## src/rtl/jogo_sequencia_unidade_controle.sv

```systemverilog
// Control unit for the sequence-memory game: round FSM plus play timeout.
// Optional lives counter is enabled by defining JOGO_VIDAS_EN.
module jogo_sequencia_unidade_controle #(
    parameter int TIMEOUT_CYCLES = 3000,
    parameter int NUM_VIDAS      = 3
) (
    input  logic                             clock,
    input  logic                             reset,
    input  logic                             iniciar,
    input  logic                             jogada,
    input  logic                             igual,
    input  logic                             fimE,
    input  logic                             fimL,
    output logic                             zeraE,
    output logic                             contaE,
    output logic                             zeraL,
    output logic                             contaL,
    output logic                             zeraR,
    output logic                             registraR,
    output logic                             timeout,
    output logic                             acertou,
    output logic                             errou,
    output logic                             pronto,
    output logic [3:0]                       db_estado,
    output logic [$clog2(NUM_VIDAS+1)-1:0]   db_vidas
);

    localparam int TW = $clog2(TIMEOUT_CYCLES);
    localparam logic [TW-1:0] T_MAX = TW'(TIMEOUT_CYCLES - 1);

    typedef enum logic [3:0] {
        INICIAL       = 4'h0,
        PREPARACAO    = 4'h1,
        NOVA_RODADA   = 4'h2,
        ESPERA_JOGADA = 4'h3,
        REGISTRA      = 4'h4,
        COMPARACAO    = 4'h5,
        PROXIMO       = 4'h6,
        PERDE_VIDA    = 4'h7,
        FIM_RODADA    = 4'h8,
        FIM_ACERTOU   = 4'hA,
        FIM_TIMEOUT   = 4'hC,
        FIM_ERROU     = 4'hE
    } estado_t;

    estado_t       estado_q, estado_d;
    logic [TW-1:0] timer_q, timer_d;

`ifdef JOGO_VIDAS_EN
    localparam int VW = $clog2(NUM_VIDAS + 1);
    logic [VW-1:0] vidas_q, vidas_d;
`endif

    // Next-state, timer and Moore output decode from the current state
    always_comb begin
        estado_d  = estado_q;
        timer_d   = '0;
        zeraE     = 1'b0;
        contaE    = 1'b0;
        zeraL     = 1'b0;
        contaL    = 1'b0;
        zeraR     = 1'b0;
        registraR = 1'b0;
        timeout   = 1'b0;
        acertou   = 1'b0;
        errou     = 1'b0;
        pronto    = 1'b0;
        db_estado = estado_q;
`ifdef JOGO_VIDAS_EN
        vidas_d   = vidas_q;
`endif
        case (estado_q)
            INICIAL: begin
                zeraE = 1'b1;
                zeraL = 1'b1;
                zeraR = 1'b1;
                if (iniciar) estado_d = PREPARACAO;
            end
            PREPARACAO: begin
                zeraE    = 1'b1;
                zeraL    = 1'b1;
                zeraR    = 1'b1;
                estado_d = NOVA_RODADA;
`ifdef JOGO_VIDAS_EN
                vidas_d  = VW'(NUM_VIDAS);
`endif
            end
            NOVA_RODADA: begin
                zeraE    = 1'b1;
                estado_d = ESPERA_JOGADA;
            end
            ESPERA_JOGADA: begin
                // Saturate rather than wrap; the state leaves at T_MAX anyway
                if (timer_q != T_MAX) timer_d = timer_q + TW'(1);
                else                  timer_d = timer_q;
                if (jogada)                estado_d = REGISTRA;
                else if (timer_q == T_MAX) estado_d = FIM_TIMEOUT;
            end
            REGISTRA: begin
                registraR = 1'b1;
                estado_d  = COMPARACAO;
            end
            COMPARACAO: begin
                if (!igual) begin
`ifdef JOGO_VIDAS_EN
                    if (vidas_q > VW'(1)) begin
                        estado_d = PERDE_VIDA;
                    end else begin
                        estado_d = FIM_ERROU;
                        vidas_d  = '0;
                    end
`else
                    estado_d = FIM_ERROU;
`endif
                end else if (fimE && fimL) begin
                    estado_d = FIM_ACERTOU;
                end else if (fimE) begin
                    estado_d = FIM_RODADA;
                end else begin
                    estado_d = PROXIMO;
                end
            end
            PROXIMO: begin
                contaE   = 1'b1;
                estado_d = ESPERA_JOGADA;
            end
            PERDE_VIDA: begin
                // Replay the same round: address cleared, round untouched
                zeraE    = 1'b1;
                estado_d = NOVA_RODADA;
`ifdef JOGO_VIDAS_EN
                vidas_d  = vidas_q - VW'(1);
`endif
            end
            FIM_RODADA: begin
                contaL   = 1'b1;
                estado_d = NOVA_RODADA;
            end
            FIM_ACERTOU: begin
                acertou = 1'b1;
                pronto  = 1'b1;
                if (iniciar) estado_d = PREPARACAO;
            end
            FIM_TIMEOUT: begin
                timeout = 1'b1;
                pronto  = 1'b1;
                if (iniciar) estado_d = PREPARACAO;
            end
            FIM_ERROU: begin
                errou  = 1'b1;
                pronto = 1'b1;
                if (iniciar) estado_d = PREPARACAO;
            end
            default: begin
                estado_d  = INICIAL;
                db_estado = 4'hF;
            end
        endcase
    end

    // State, timer and lives registers with synchronous reset
    always_ff @(posedge clock) begin
        if (reset) begin
            estado_q <= INICIAL;
            timer_q  <= '0;
`ifdef JOGO_VIDAS_EN
            vidas_q  <= '0;
`endif
        end else begin
            estado_q <= estado_d;
            timer_q  <= timer_d;
`ifdef JOGO_VIDAS_EN
            vidas_q  <= vidas_d;
`endif
        end
    end

`ifdef JOGO_VIDAS_EN
    assign db_vidas = vidas_q;
`else
    assign db_vidas = '0;
`endif

endmodule

```

## config.mk

```make
export PLATFORM = sky130hd
export DESIGN_NAME = jogo_sequencia_unidade_controle
export DESIGN_NICKNAME = d
export VERILOG_FILES = /design/src/rtl/jogo_sequencia_unidade_controle.sv
export SDC_FILE = /design/constraint.sdc
export NUM_CORES = 1
export LEC_CHECK = 0
export ABC_CLOCK_PERIOD_IN_PS = 2700
export BUFFER_PORTS_ARGS = -buffer_cell sky130_fd_sc_hd__buf_2
export CAP_MARGIN = 20
export CELL_PAD_IN_SITES_DETAIL_PLACEMENT = 1
export CELL_PAD_IN_SITES_GLOBAL_PLACEMENT = 1
export CORE_MARGIN = 1.5
export CORE_UTILIZATION = 41
export DETAILED_ROUTE_END_ITERATION = 12
export PLACE_DENSITY = 0.85
export SYNTH_ARGS = -nofsm -noshare
export SYNTH_HDL_FRONTEND = slang
export SYNTH_SLANG_ARGS = --single-unit
```

## constraint.sdc

```tcl
create_clock -name clock -period 2.7 [get_ports clock]
set_input_delay 0.54 -clock clock [delete_from_list [all_inputs] [get_ports clock]]
set_output_delay 0.54 -clock clock [all_outputs]
set_load 0.005 [all_outputs]
```

Word level (Yosys, flattened, before mapping)

Cells that the tools add are included.

Logic and storage cells: 47
Output and inout bits: 16
Input bits: 7
Bits in registers: 16

Bitwise logic cells: 1
Add/subtract/negate cells: 1
Mux-type cells: 17
Equality and inequality tests: 15
Reductions and logical operators: 11

Operator list:

| operator                                              | count |
|---|---|
| 2-to-1 mux 4 bit                                      | 7 |
| case mux 4 bit (6 select lines)                       | 1 |
| equality test 4 x 3 -> 1 bit, second input constant   | 4 |
| equality test 4 bit, second input constant            | 4 |
| adder 12 x 1 -> 12 bit, second input constant         | 1 |
| equality test 12 bit, second input constant           | 1 |
| inequality test 12 bit, second input constant         | 1 |
| OR reduction 12 bit                                   | 1 |
| 2-to-1 mux 1 bit                                      | 9 |
| equality test 4 x 2 -> 1 bit, second input constant   | 2 |
| OR reduction 4 bit                                    | 2 |
| OR reduction 2 bit                                    | 3 |
| OR reduction 3 bit                                    | 2 |
| equality test 4 x 1 -> 1 bit, second input constant   | 1 |
| zero test 4 bit                                       | 1 |
| inequality test 3 bit, second input constant          | 1 |
| inequality test 2 x 1 -> 1 bit, second input constant | 1 |
| AND reduction 2 bit                                   | 1 |
| logical AND 1 bit                                     | 1 |
| inverter 1 bit                                        | 1 |

Logic depth before layout (Yosys ltp)

Word-level depth: 4
Mapped depth: 5
Gate-level depth less buffers: 5

Worst setup path before layout

No wires, ideal clock.

Path kind: register to output
Start: register estado_q[3]
End: output contaL
Required time: 2.160 ns
Stages on the path, launching flop included: 4
Arrival time: 0.917 ns
Path slack: 1.243 ns
Path buffers: 1
Path through: dfxtp_1 -> clkbuf_1 -> nand2b_1 -> nor3_1

Cells in the longest elaborated chain, start to end: 2

Ends and longest elaborated chain:

| what                   | line | source |
|---|---|---|
| start, declared        | 46   | `estado_t estado_q, estado_d;` |
| start signal, assigned | 170  | `estado_q <= estado_d;` |
| equality test 4 bit    | 72   | `case (estado_q)` |
| 2-to-1 mux 1 bit       | 72   |  |
| end, declared          | 17   | `output logic contaL,` |

Every way passes these cells.

Worst setup path after layout

Start: register estado_q[0]
End: output zeraE

Cells in the longest elaborated chain, start to end: 3
Elaborated cells between the ends (all ways): 6
Classes of those cells: eq/ne: 3; mux: 1; reduce/logical: 2

Ends and longest elaborated chain:

| what                                                       | line | source |
|---|---|---|
| equality test 4 x 3 -> 1 bit, or another cell as far along | 72   |  |
| OR reduction 4 bit (no source line) (*)                    | --   |  |
| 2-to-1 mux 1 bit (*)                                       | 72   |  |
| end, declared                                              | 14   | `output logic zeraE,` |

Mark *: on every way between the ends. The rest lies on a longest branch, timed or not.

==> flow_summary.yaml <==
final_layout:
  diodes: 0
  post-route-cell-area_sq_mm: 0.00108
  flow.area_growth_from_synthesis_pct: 11.2
  layout.nets: 140
  num-fill-cells: 296
  fraction_of_layout_instances_using_a_drive_strength_above_1_pct: 22.1
global_route:
  grt_pass1_vias: 847
  antenna_found_initial: 0
  overflow: 0
  grtUsageTotal_pct: 19.9
  grt_max_degree: 15
  first_pass_grt_wire_length_mm: 3.86
timing:
  final_min_period_over_clock_period_pct: 73.5
  worst_slew_margin_rel_pct: 60.3
  clock.fmax_ghz: 0.504
  finalSetupViolations: 0
  holdWs_ns: 0.445
  tightestPinTransition_ns: 0.590
  fin_skew_ns: 0.00727
  fin_tns_setup_ns: 0
  final_period_minus_worst_setup_slack_ns: 1.99
  timing_max_transition_violations_final: 0
  setup_repair_after_global_routing_missed_its_margin: "false"
  final-hold-violation-count: 0
yosys:
  number_of_synthesis_warnings: 0
  synthMostInstantiatedCell: "sky130_fd_sc_hd__dfxtp_1"
  synth.yosys.seq_area_share_pct: 32.9
  synth_enable_flop_cells: 0
  share_of_the_synthesized_area_in_the_top_cell_type_pct: 32.9
  post_synth_arst_share_pct: 0
  total_of_flip_flops_plus_latches_after_synthesis: 16
  synth_top_cells_by_area: "sky130_fd_sc_hd__dfxtp_1 (33%), sky130_fd_sc_hd__nor2_1 (5.8%), sky130_fd_sc_hd__a21oi_1 (3.6%), sky130_fd_sc_hd__xnor2_1 (3.6%), sky130_fd_sc_hd__xor2_1 (3.6%)"
  synth_area_sq_um: 973
  synth_area_leader_cell: "sky130_fd_sc_hd__dfxtp_1"
  yosysUniqueCellTypes: 42
  synth_flop_cell: "sky130_fd_sc_hd__dfxtp_1"
  syn-mean-instance-area_sq_um: 8.25
  synth_common_cells: "sky130_fd_sc_hd__dfxtp_1 (16), sky130_fd_sc_hd__nor2_1 (15), sky130_fd_sc_hd__a21oi_1 (7), sky130_fd_sc_hd__clkbuf_1 (6), sky130_fd_sc_hd__nand2_1 (6)"
  gate_count_of_the_mapped_netlist: 118
floorplanning:
  standard_cell_row_count: 17
  die-area_sq_mm: 0.00268
  num_io_pins: 23
  coreArea_sq_mm: 0.00223
  floorplan.die.height_microns: 51.7
  dieWidth_microns: 51.7
  initial_standard_cell_utilization_of_the_core_pct: 43.6
power_and_ir_drop:
  power.static_leakage_nw: 0.449
  power.ir.vdd_worst_v: 0.000413
  p_per_area_mw_per_mm2: 685
clock_network:
  clkSinkCount: 16
  clock_tree.root_cell: "sky130_fd_sc_hd__clkbuf_4"
  cts_htree_levels: 1
  hold_fix_buffer_count_after_cts: 0
  cts_tree: "yes"
  cts_setup_buffers: 0
  tritoncts.num_buffers: 3
  insertion_delay_ns: 0.30
  worst_setup_hold_path_clk_slew_ns: 0.09
  cts_resized: 0
  clockBufferDepth: 2
worst_hold_path:
  hold_start: "reset"
  endpoint_with_the_worst_hold_slack: "estado_q[0]"
  min-delay-path-class: "primary input to flip-flop"
  hold-path-cell-count: 2
route:
  postRouteAntennaNets: 0
  routed_wire_length_per_instance_microns: 14.4
  detail_route.iter0.violations: 16
  via_count: 869
  routed_wirelength_mm: 2.28
  viasPerCell: 5.47
  detailedRoute.firstPassIterationCount: 4
  post_route_drc: 0
critical_path:
  reg2reg_depth: 3
  critPathKind: "flip-flop to output port"
  critical_path_required_ns: 2.16
  critical_path.max_fanout: 14
  worst_setup_path_start_kind: "flip-flop"
  rr_startpoint: "estado_q[0]"
  worstPathArrival_ns: 1.45
  r2r_end: "timer_q[2]"
  timing.reg2reg.setup_slack_ns: 0.87
  crit_path_end_kind: "output port"
flow_run:
  drv.max_cap_violation_count: 0
placement:
  post_dp_hpwl_mm: 1.65
  gp_congestion: 0.791
  place.port_buffers: 20
  post_dp_cell_area_sq_mm: 0.00105
run_status:
  run_status: "finished, final reports clean"
## sequential cells by signal (all words and copies together) (netlist names)
signal	flops
timer_q	12
estado_q	4
## per-stage QoR
step,std cells,power (mW),util [%],worst slack [ns]
after global routing,159,0.788,48.5,0.577
after detailed placement,155,0.583,46.8,0.921
after global placement,155,0.575,46.8,0.962
final,159,0.741,48.5,0.715
after floorplan,119,0.515,-,1.24
after CTS,159,0.746,48.5,0.711
## cell type report
cell class	count	area, sq um	share of cell area (%)
multi-input combinational	89	583	53.9
inverter	2	7.51	0.694
sequential	16	320	29.6
clock buffer	4	36.3	3.35
timing repair buffer	20	100	9.25
tap	28	35.0	3.24
## critical path: stages, from the launching register on
cell and delay (ns):
sky130_fd_sc_hd__dfxtp_1 0.59, sky130_fd_sc_hd__nand2_1 0.19, sky130_fd_sc_hd__xnor2_1 0.16, sky130_fd_sc_hd__nor2_1 0.09, sky130_fd_sc_hd__buf_2 0.11
## placed cells by master, fill, tap and decap left out, types with 2 or more instances in the layout
master                     instances
sky130_fd_sc_hd__nand2b_1          4
sky130_fd_sc_hd__and3_1            2
sky130_fd_sc_hd__nor3_1            5
sky130_fd_sc_hd__a211oi_1          2
sky130_fd_sc_hd__conb_1            2
sky130_fd_sc_hd__nand4_1           3
sky130_fd_sc_hd__inv_1             2
sky130_fd_sc_hd__nand4b_1          2
sky130_fd_sc_hd__nor2_1           15
sky130_fd_sc_hd__and2_1            2
sky130_fd_sc_hd__o21a_1            2
sky130_fd_sc_hd__clkbuf_4          3
sky130_fd_sc_hd__a21oi_1           7
sky130_fd_sc_hd__nand2_1           6
sky130_fd_sc_hd__a21o_1            3
sky130_fd_sc_hd__xor2_1            4
sky130_fd_sc_hd__buf_2            20
sky130_fd_sc_hd__nand3_1           2
sky130_fd_sc_hd__mux2i_1           3
sky130_fd_sc_hd__nor2b_1           2
sky130_fd_sc_hd__o21ai_0           2
sky130_fd_sc_hd__xnor2_1           4
sky130_fd_sc_hd__dfxtp_1          16
## logic make-up (layout without fill, tap and decap cells)
kind of cell / Yosys count / in the layout / synth area share (%)
XOR/XNOR: 8 / 8 / 7.20
AO/OA/AOI/OAI: 21 / 21 / 14.0
buffers and inverters: 14 / 26 / 7.58
multiplexers: 3 / 3 / 3.08
adder cells (fa/ha/maj): 1 / 1 / 1.29
other: 1 / 2 / 0.385
flip-flops: 16 / 16 / 32.9
AND/OR/NAND/NOR: 54 / 54 / 33.5
## report_power, final
part | internal (mW) | switching [mW] | total (mW) | leakage, nW
clock network | 0.0824 | 0.0815 | 0.164 | 0.0210
registers | 0.258 | 0.0695 | 0.327 | 0.130
logic | 0.131 | 0.119 | 0.251 | 0.299
## layer usage
| metal | GRT usage, % | routed length [microns] |
|---|---|---|
| met1 | 23.6 | 1040 |
| met2 | 33.3 | 1120 |
| met3 | 7.47 | 96 |
| met4 | 5.70 | 23 |
| met5 | 0 | 0 |
## worst max-delay path by stage
stage / startpoint / end / slack (ns) / cells after the start
after detailed placement: estado_q[1] / timer_q[2] / 0.92 / 3
after global routing: estado_q[0] / zeraE / 0.58 / 4
final: estado_q[0] / zeraE / 0.71 / 4
after CTS: estado_q[1] / zeraE / 0.71 / 4
after floorplan: estado_q[3] / contaL / 1.24 / 3
after global placement: estado_q[1] / timer_q[2] / 0.96 / 3
Note: power is estimated with default switching activity, not from simulation.
